**config.mk**
```make
export PLATFORM = sky130hd
export DESIGN_NAME = fp_mul_seq
export DESIGN_NICKNAME = d
export VERILOG_FILES = /design/src/rtl/fp_pkg.sv /design/src/rtl/adder_10bit.sv /design/src/rtl/adder_24bit.sv /design/src/rtl/fp_mul_seq.sv
export SDC_FILE = /design/constraint.sdc
export NUM_CORES = 1
export LEC_CHECK = 0
export CAP_MARGIN = 20
export CORE_MARGIN = 5
export CORE_UTILIZATION = 55
export DETAILED_ROUTE_END_ITERATION = 7
export PLACE_DENSITY = 0.86
export SKIP_LAST_GASP = 1
export SLEW_MARGIN = 20
export SYNTH_ARGS = -nofsm -noshare
export SYNTH_HDL_FRONTEND = slang
export SYNTH_SLANG_ARGS = --single-unit
```
**constraint.sdc**
```tcl
create_clock -name clk -period 4.4 [get_ports clk]
set_input_delay 0.88 -clock clk [delete_from_list [all_inputs] [get_ports clk]]
set_output_delay 0.88 -clock clk [all_outputs]
set_load 0.03 [all_outputs]
```
**src/rtl/fp_pkg.sv**
```systemverilog
// rtl/fp_pkg.sv - shared state encoding and constants for the sequential FP multiplier
package fp_pkg;

    typedef enum logic [2:0] {
        IDLE = 3'd0,
        EXP1 = 3'd1,
        EXP2 = 3'd2,
        MUL  = 3'd3,
        NORM = 3'd4,
        DONE = 3'd5
    } state_t;

    // -127 in 10-bit two's complement, added to remove the doubled bias
    localparam logic [9:0]  BIAS_NEG = 10'h381;
    localparam int          MUL_ITER = 24;
    localparam logic [31:0] QNAN     = 32'h7FC00000;

endpackage

```
**src/rtl/adder_10bit.sv**
```systemverilog
// rtl/adder_10bit.sv - 10-bit combinational adder, wraps modulo 2^10
// Ports:
//   a, b  in  10  addends (two's complement)
//   sum   out 10  a + b modulo 2^10
module adder_10bit (
    input  logic [9:0] a,
    input  logic [9:0] b,
    output logic [9:0] sum
);

    assign sum = a + b;

endmodule

```
**src/rtl/adder_24bit.sv**
```systemverilog
// rtl/adder_24bit.sv - 24-bit combinational adder with carry out
// Ports:
//   a, b  in  24  addends
//   sum   out 24  a + b modulo 2^24
//   cout  out 1   carry out of bit 23
module adder_24bit (
    input  logic [23:0] a,
    input  logic [23:0] b,
    output logic [23:0] sum,
    output logic        cout
);

    assign {cout, sum} = {1'b0, a} + {1'b0, b};

endmodule

```
**src/rtl/fp_mul_seq.sv**
```systemverilog
// rtl/fp_mul_seq.sv - sequential IEEE-754 single multiplier, fixed 27-cycle latency
// Ports:
//   clk     in  1   clock, rising edge
//   rst     in  1   synchronous active-high reset
//   start   in  1   request, sampled only in IDLE
//   a, b    in  32  operands, sampled with start
//   busy    out 1   high in every state except IDLE
//   done    out 1   one-cycle pulse when result updates
//   result  out 32  product, held until the next done
module fp_mul_seq
    import fp_pkg::*;
(
    input  logic        clk,
    input  logic        rst,
    input  logic        start,
    input  logic [31:0] a,
    input  logic [31:0] b,
    output logic        busy,
    output logic        done,
    output logic [31:0] result
);

    state_t      state_q,  state_d;
    logic        sign_q,   sign_d;
    logic [7:0]  ea_q,     ea_d;
    logic [7:0]  eb_q,     eb_d;
    logic [23:0] ma_q,     ma_d;
    logic [23:0] mb_q,     mb_d;
    logic        zf_q,     zf_d;
    logic        nf_q,     nf_d;
    logic [47:0] p_q,      p_d;
    logic [4:0]  cnt_q,    cnt_d;
    logic [9:0]  e_q,      e_d;
    logic [31:0] result_q, result_d;
    logic        done_q,   done_d;

    logic [23:0] add24_sum;
    logic        add24_cout;
    logic [9:0]  add10_a;
    logic [9:0]  add10_b;
    logic [9:0]  add10_sum;

    adder_24bit u_add24 (
        .a    (p_q[47:24]),
        .b    (ma_q),
        .sum  (add24_sum),
        .cout (add24_cout)
    );

    adder_10bit u_add10 (
        .a   (add10_a),
        .b   (add10_b),
        .sum (add10_sum)
    );

    // Exponent adder operands are selected by state: sum, bias removal,
    // then the optional normalisation increment.
    always_comb begin
        add10_a = 10'h000;
        add10_b = 10'h000;
        unique case (state_q)
            EXP1: begin
                add10_a = {2'b00, ea_q};
                add10_b = {2'b00, eb_q};
            end
            EXP2: begin
                add10_a = e_q;
                add10_b = BIAS_NEG;
            end
            NORM: begin
                add10_a = e_q;
                add10_b = 10'h001;
            end
            default: ;
        endcase
    end

    always_comb begin
        logic [22:0] frac;
        logic [9:0]  e_n;

        state_d  = state_q;
        sign_d   = sign_q;
        ea_d     = ea_q;
        eb_d     = eb_q;
        ma_d     = ma_q;
        mb_d     = mb_q;
        zf_d     = zf_q;
        nf_d     = nf_q;
        p_d      = p_q;
        cnt_d    = cnt_q;
        e_d      = e_q;
        result_d = result_q;
        done_d   = 1'b0;
        frac     = 23'h0;
        e_n      = e_q;

        unique case (state_q)
            IDLE: begin
                if (start) begin
                    sign_d  = a[31] ^ b[31];
                    ea_d    = a[30:23];
                    eb_d    = b[30:23];
                    ma_d    = {1'b1, a[22:0]};
                    mb_d    = {1'b1, b[22:0]};
                    // Denormals are flushed to zero.
                    zf_d    = (a[30:23] == 8'h00) || (b[30:23] == 8'h00);
                    nf_d    = (a[30:23] == 8'hFF) || (b[30:23] == 8'hFF);
                    p_d     = 48'h0;
                    cnt_d   = 5'd0;
                    state_d = EXP1;
                end
            end
            EXP1: begin
                e_d     = add10_sum;
                state_d = EXP2;
            end
            EXP2: begin
                e_d     = add10_sum;
                state_d = MUL;
            end
            MUL: begin
                // Shift-and-add: the partial sum enters at the top while the
                // consumed multiplier bit falls off the bottom.
                if (mb_q[0]) begin
                    p_d = 48'({add24_cout, add24_sum, p_q[23:0]} >> 1);
                end else begin
                    p_d = p_q >> 1;
                end
                mb_d  = mb_q >> 1;
                cnt_d = cnt_q + 5'd1;
                if (cnt_q == 5'(MUL_ITER - 1)) begin
                    state_d = NORM;
                end
            end
            NORM: begin
                if (p_q[47]) begin
                    frac = p_q[46:24];
                    e_n  = add10_sum;
                end else begin
                    frac = p_q[45:23];
                    e_n  = e_q;
                end
                e_d = e_n;
                if (zf_q && nf_q) begin
                    result_d = QNAN;
                end else if (nf_q) begin
                    result_d = {sign_q, 8'hFF, 23'h0};
                end else if (zf_q) begin
                    result_d = {sign_q, 31'h0};
                end else if (e_n[9] || (e_n == 10'h000)) begin
                    result_d = {sign_q, 31'h0};
                end else if (e_n >= 10'd255) begin
                    result_d = {sign_q, 8'hFF, 23'h0};
                end else begin
                    result_d = {sign_q, e_n[7:0], frac};
                end
                done_d  = 1'b1;
                state_d = DONE;
            end
            DONE: begin
                state_d = IDLE;
            end
            default: begin
                state_d = IDLE;
            end
        endcase
    end

    always_ff @(posedge clk) begin
        if (rst) begin
            state_q  <= IDLE;
            sign_q   <= 1'b0;
            ea_q     <= 8'h0;
            eb_q     <= 8'h0;
            ma_q     <= 24'h0;
            mb_q     <= 24'h0;
            zf_q     <= 1'b0;
            nf_q     <= 1'b0;
            p_q      <= 48'h0;
            cnt_q    <= 5'd0;
            e_q      <= 10'h0;
            result_q <= 32'h0;
            done_q   <= 1'b0;
        end else begin
            state_q  <= state_d;
            sign_q   <= sign_d;
            ea_q     <= ea_d;
            eb_q     <= eb_d;
            ma_q     <= ma_d;
            mb_q     <= mb_d;
            zf_q     <= zf_d;
            nf_q     <= nf_d;
            p_q      <= p_d;
            cnt_q    <= cnt_d;
            e_q      <= e_d;
            result_q <= result_d;
            done_q   <= done_d;
        end
    end

    assign busy   = (state_q != IDLE);
    assign done   = done_q;
    assign result = result_q;

endmodule

```
---- Word level (Yosys, flattened, before mapping) ----
Index checks and enable logic that the tools add are counted.
storage, ports and cells
  register bits ........................... 166
  input port bits ......................... 67
  output and inout bits ................... 34
  logic and storage cells ................. 65
operators by class
  add/subtract/negate cells ............... 3
  order comparisons ....................... 1
  equality and inequality tests ........... 9
  mux-type cells .......................... 22
  bitwise operators ....................... 1
  reductions and logical operators ........ 16
operators with widths
  cell                 number
  $mux 31              4
  $mux 48              2
  $pmux 48 s2          1
  $pmux 24 s2          1
  $pmux 10 s2          2
  $mux 32              1
  $pmux 10 s3          1
  $add 24x24->25       1
  $mux 24              1
  $mux 23              1
  $mux 10              2
  $eq 8x8->1 const B   2
  $logic_not 8->1      2
  $pmux 3 s5           1
  $add 10x10->10       1
  $ge 10x8->1 const B  1
  $logic_not 10->1     1
  $pmux 5 s2           1
  $eq 3x2->1 const B   2
  $mux 3               2
  $reduce_and 2->1     3
  $add 5x1->5 const B  1
  $eq 5x5->1 const B   1
  $mux 5               1
  other kinds (11)     16

---- Depth between registers and ports, before layout ----
  depth after elaboration ................. 12
  mapped depth ............................ 17

---- By module ----
A second synthesis with hierarchy kept.
unflattened totals
  cell total of the unflattened synthesis .. 1019
  area, all modules ....................... 8107.8 µm²
by module, submodules not included
  module       instances  cells each  area an instance (µm²)  sequential area each (µm²)
  fp_mul_seq   1          796         6470.0                  2862.7
  adder_24bit  1          172         1252.5                  0.0
  adder_10bit  1          51          385.4                   0.0

---- Worst setup path after synthesis ----
OpenSTA, ideal clock, no wires.
  path type ............................... register to register
  start point ............................. reg state_q[1]
  end point ............................... reg result_q[10] (netlist: result[10])
  arrival time ............................ 3.869 ns
  data required time ...................... 4.333 ns
  path slack .............................. 0.464 ns
  stages on the path, launching flop included .. 18
  path buffers ............................ 3
  period minus slack after synthesis ...... 3.936 ns
  cells stage by stage .................... dfxtp_1 clkbuf_1 nor2_1 and2_1 or2_2 clkbuf_1 a22o_1 ha_1 fa_1 a211oi_1 o211a_1 nor3_1 or2_1 mux2_4 nor3_4 nand4_4 buf_6 o21ai_2
between the ends
  cells in the longest elaborated chain, start to end .. 12
ends and longest elaborated chain
  item                                                    RTL line                              text
  start, declared                                         fp_mul_seq.sv:23                      state_t state_q, state_d;
  start signal, assigned                                  fp_mul_seq.sv:186                     state_q <= state_d;
  $eq 3x3->1 / $eq 3x2->1 (equally long branches)         fp_mul_seq.sv:61, fp_mul_seq.sv:98
  $reduce_or 2->1 (no line)                               --
  $pmux 10 s2                                             fp_mul_seq.sv:61                      unique case (state_q)
  $add 10x10->10                                          adder_10bit.sv:11                     assign sum = a + b;
  $mux 10                                                 fp_mul_seq.sv:137                     if (p_q[47]) begin
  $mux 10                                                 fp_mul_seq.sv:98                      unique case (state_q)
  $ge 10x8->1 / $logic_not 10->1 (equally long branches)  fp_mul_seq.sv:153, fp_mul_seq.sv:151
  $mux 31 / $logic_or 1x1->1 (equally long branches)      fp_mul_seq.sv:153, fp_mul_seq.sv:151
  $mux 31                                                 fp_mul_seq.sv:151                     end else if (e_n[9] || (e_n == 10'h000)) begin
  $mux 31                                                 fp_mul_seq.sv:149                     end else if (zf_q) begin
  $mux 31                                                 fp_mul_seq.sv:147                     end else if (nf_q) begin
  $mux 32                                                 fp_mul_seq.sv:145                     if (zf_q && nf_q) begin
  end signal, assigned                                    fp_mul_seq.sv:197                     result_q <= result_d;
  end, declared                                           fp_mul_seq.sv:34                      logic [31:0] result_q, result_d;
Parallel ways exist; a longest one is shown, timed or not. The select of a mux whose other input is x is not followed.
A chain may end at the register's enable or synchronous reset.

---- Worst setup path in the final report ----
  start point ............................. reg state_q[0]
  end point ............................... reg result_q[12] (netlist: result[12])
Same word-level chain as after synthesis.

==> results.cfg <==
[run_status]
status = complete, no violations

[layout]
fin_area_um2 = 9510
nNetsFinal = 1144
final.fill_count = 1094
drive_gt1_share_pct = 8.06
multi_input_area_um2 = 4650
final_common_cell = nand2_1
diodes = 0
seqCellArea_um2 = 2870
fin_util_pct = 68.5
layout_common_cells = 185 x nand2_1, 141 x dfxtp_1, 99 x a21oi_1, 99 x clkdlybuf4s50_1, 94 x nor2_1
area_delta_synth_final_pct = 22.0

[synthesis]
ys.flop_type = dfxtp_1
seq_area_frac_synth_pct = 36.7
async_reset_ff_share_pct = 0
yosysTopAreaCellShare_pct = 36.7
synth_edf_count = 0
ys_ff_latch = 143
ys_warn_count = 0
ys_types = 62
synth_area_leaders = dfxtp_1 37%, nand2_1 9.0%, a21oi_1 6.4%
syn_avg_cell_area_um2 = 8.03
synth_fp_nets = 1074
synth_top_area_cell = dfxtp_1
netlist_instances = 971
syn_area_um2 = 7800

[critical_path]
crit_fanout = 23
cp.arrival_ps = 4430
crit_type = reg2reg
crit_required_ps = 4760
cp-end-kind = flop
rrSetupSlack_ps = 330
start_kind = flop
ff2ff_path_depth = 15

[routing]
wl_per_cell_um = 15.3
vias = 7216
drc = 0
drtPass1Iterations = 5
wl_met3_mm = 1.29
met1_length_mm = 8.72
via_per_inst = 5.85
ant_nets = 0
drt_iter0_drc = 645
top_layer = met4
wl_met2_mm = 8.67
routed_wl_mm = 18.9

[flow_run]
cap_violations = 0

[sta]
tightest_slew_ps = 964
drv_slew = 0
final.setup.worst_slack_ps = 327
fin_tns_setup_ps = 0
maxSlewHeadroom_pct = 35.5
skew_ps = 9.97
setup_viol_count_final = 0
rsz0062_at_grt = false
fmax_mhz = 245
finalCritPeriodShare_pct = 92.6
min_period_ps = 4070
final_hold_viol_count = 0
worst_hold_slack_ps = 451

[clock_network]
root_buffer = clkbuf_16
cts_max_level = 4
clock_path_buffers = 2
tritoncts = built
cts_setup_buffers = 0
clk_pin_slew_worst_paths_ps = 60
cts.sinks = 143
clk_latency_ps = 430
hold_buffers = 0
cts_made_buffers = 17

[placed_design]
gp_congestion = 0.882
portBuffers = 100
pre_cts_ws_ps = 288
place_area_um2 = 8900
dp_hpwl_mm = 13.0

[die]
io_pins = 101
dieArea_um2 = 16700
die_y_um = 129
initial_core_util_pct = 56.2
die_x_um = 129
rows = 43
design.core.area_um2 = 13900

[power]
vdd_drop_max_mv = 0.281
p_leak_uw = 0.00365
p_per_area_nw_per_um2 = 341

[grt]
overflow = 0
grt_antenna_before_repair = 0
grt_pass1_wl_mm = 31.7
grt_max_degree = 69
grt_use_total_pct = 23.2
first_global_vias = 6752

[worst_hold_path]
min_path_type = reg2reg
whs_path_depth = 2
[flip-flops by register name, indices dropped and copies added (netlist names), 3 cells and up]
| name | cells |
|---|---|
| cnt_q | 5 |
| result | 32 |
| ea_q | 8 |
| state_q | 3 |
| eb_q | 8 |
| ma_q | 24 |
| mb_q | 24 |
| p_q | 25 |
| e_q | 10 |
[layout make-up]
cell class / count / area share [%]
clock buffer: 21 / 4.95
clock inverter: 11 / 1.37
inverter: 12 / 0.474
multi-input combinational: 754 / 48.9
sequential: 143 / 30.1
tap: 180 / 2.37
timing repair buffer: 113 / 11.8
[where the power goes]
part	internal [uW]	leakage [uW]	switching, uW	total (uW)
combinational	170	0.00219	225	395
sequential	1350	0.00116	46.9	1400
clock	884	0.000294	568	1450
[cells by family after synthesis]
| group | share of synthesized area, % |
|---|---|
| mux | 7.38 |
| compound gates | 23.4 |
| flops | 36.7 |
| simple gates | 20.7 |
| xor+xnor | 2.13 |
| buf+inv | 3.79 |
| fa+ha+maj | 5.97 |
[final timing paths]
check                           startpoint          to
worst max-delay path            state_q[0]  result[12]
worst max register to register  state_q[0]  result[12]
worst min-delay path             result[0]   result[0]
worst min register to register   result[0]   result[0]
[synthesized netlist by cell type (3+ instances only)]
cell	n
o31ai_1	7
o22ai_1	3
nand4_1	9
a21o_1	19
a31oi_1	12
nor4_1	5
nand2b_1	5
and3_1	11
ha_1	34
xor2_1	4
mux2i_1	47
and2_1	5
or3_1	5
nor2_1	94
dfxtp_1	143
a2bb2oi_1	3
nor2b_1	5
nand3_1	17
nor3_1	12
a311oi_1	25
buf_1	7
o21bai_1	3
mux2_2	7
inv_1	12
o21ai_2	19
nand2_1	187
o21ai_0	26
o21a_1	6
xnor2_1	15
a21oi_1	99
a22o_1	8
o21ai_1	6
clkbuf_1	51
a2111oi_0	4
a211oi_1	19
[through the flow]
stage,cells,power [uW]
floorplan,971,1670
global placement,1202,1800
detailed placement,1202,1810
CTS,1234,3260
global route,1234,3370
finish,1234,3250
[worst max-delay path, stage by stage (launching register included)]
cell,delay (ps)
dfxtp_1,450
nor2_1,110
and2_1,170
or2_2,370
a22o_1,250
ha_1,240
fa_1,430
a211oi_1,320
o211a_1,230
nor3_1,50
or2_1,260
mux2_4,300
nor3_4,300
nand4_4,150
buf_12,200
o21ai_2,160
[layer usage]
metal | track usage [%] | vias up
met5 | 0 | -
met4 | 8.77 | 0
met3 | 4.49 | 21
met2 | 37.0 | 226
met1 | 31.2 | 3343
li1 | - | 3626
[repair_timing]
item                                   CTS  global route
setup endpoints to repair                0            25
resized for setup                        0             2
endpoints found under the hold margin    0             0
Power figures use the tool's default switching activity.
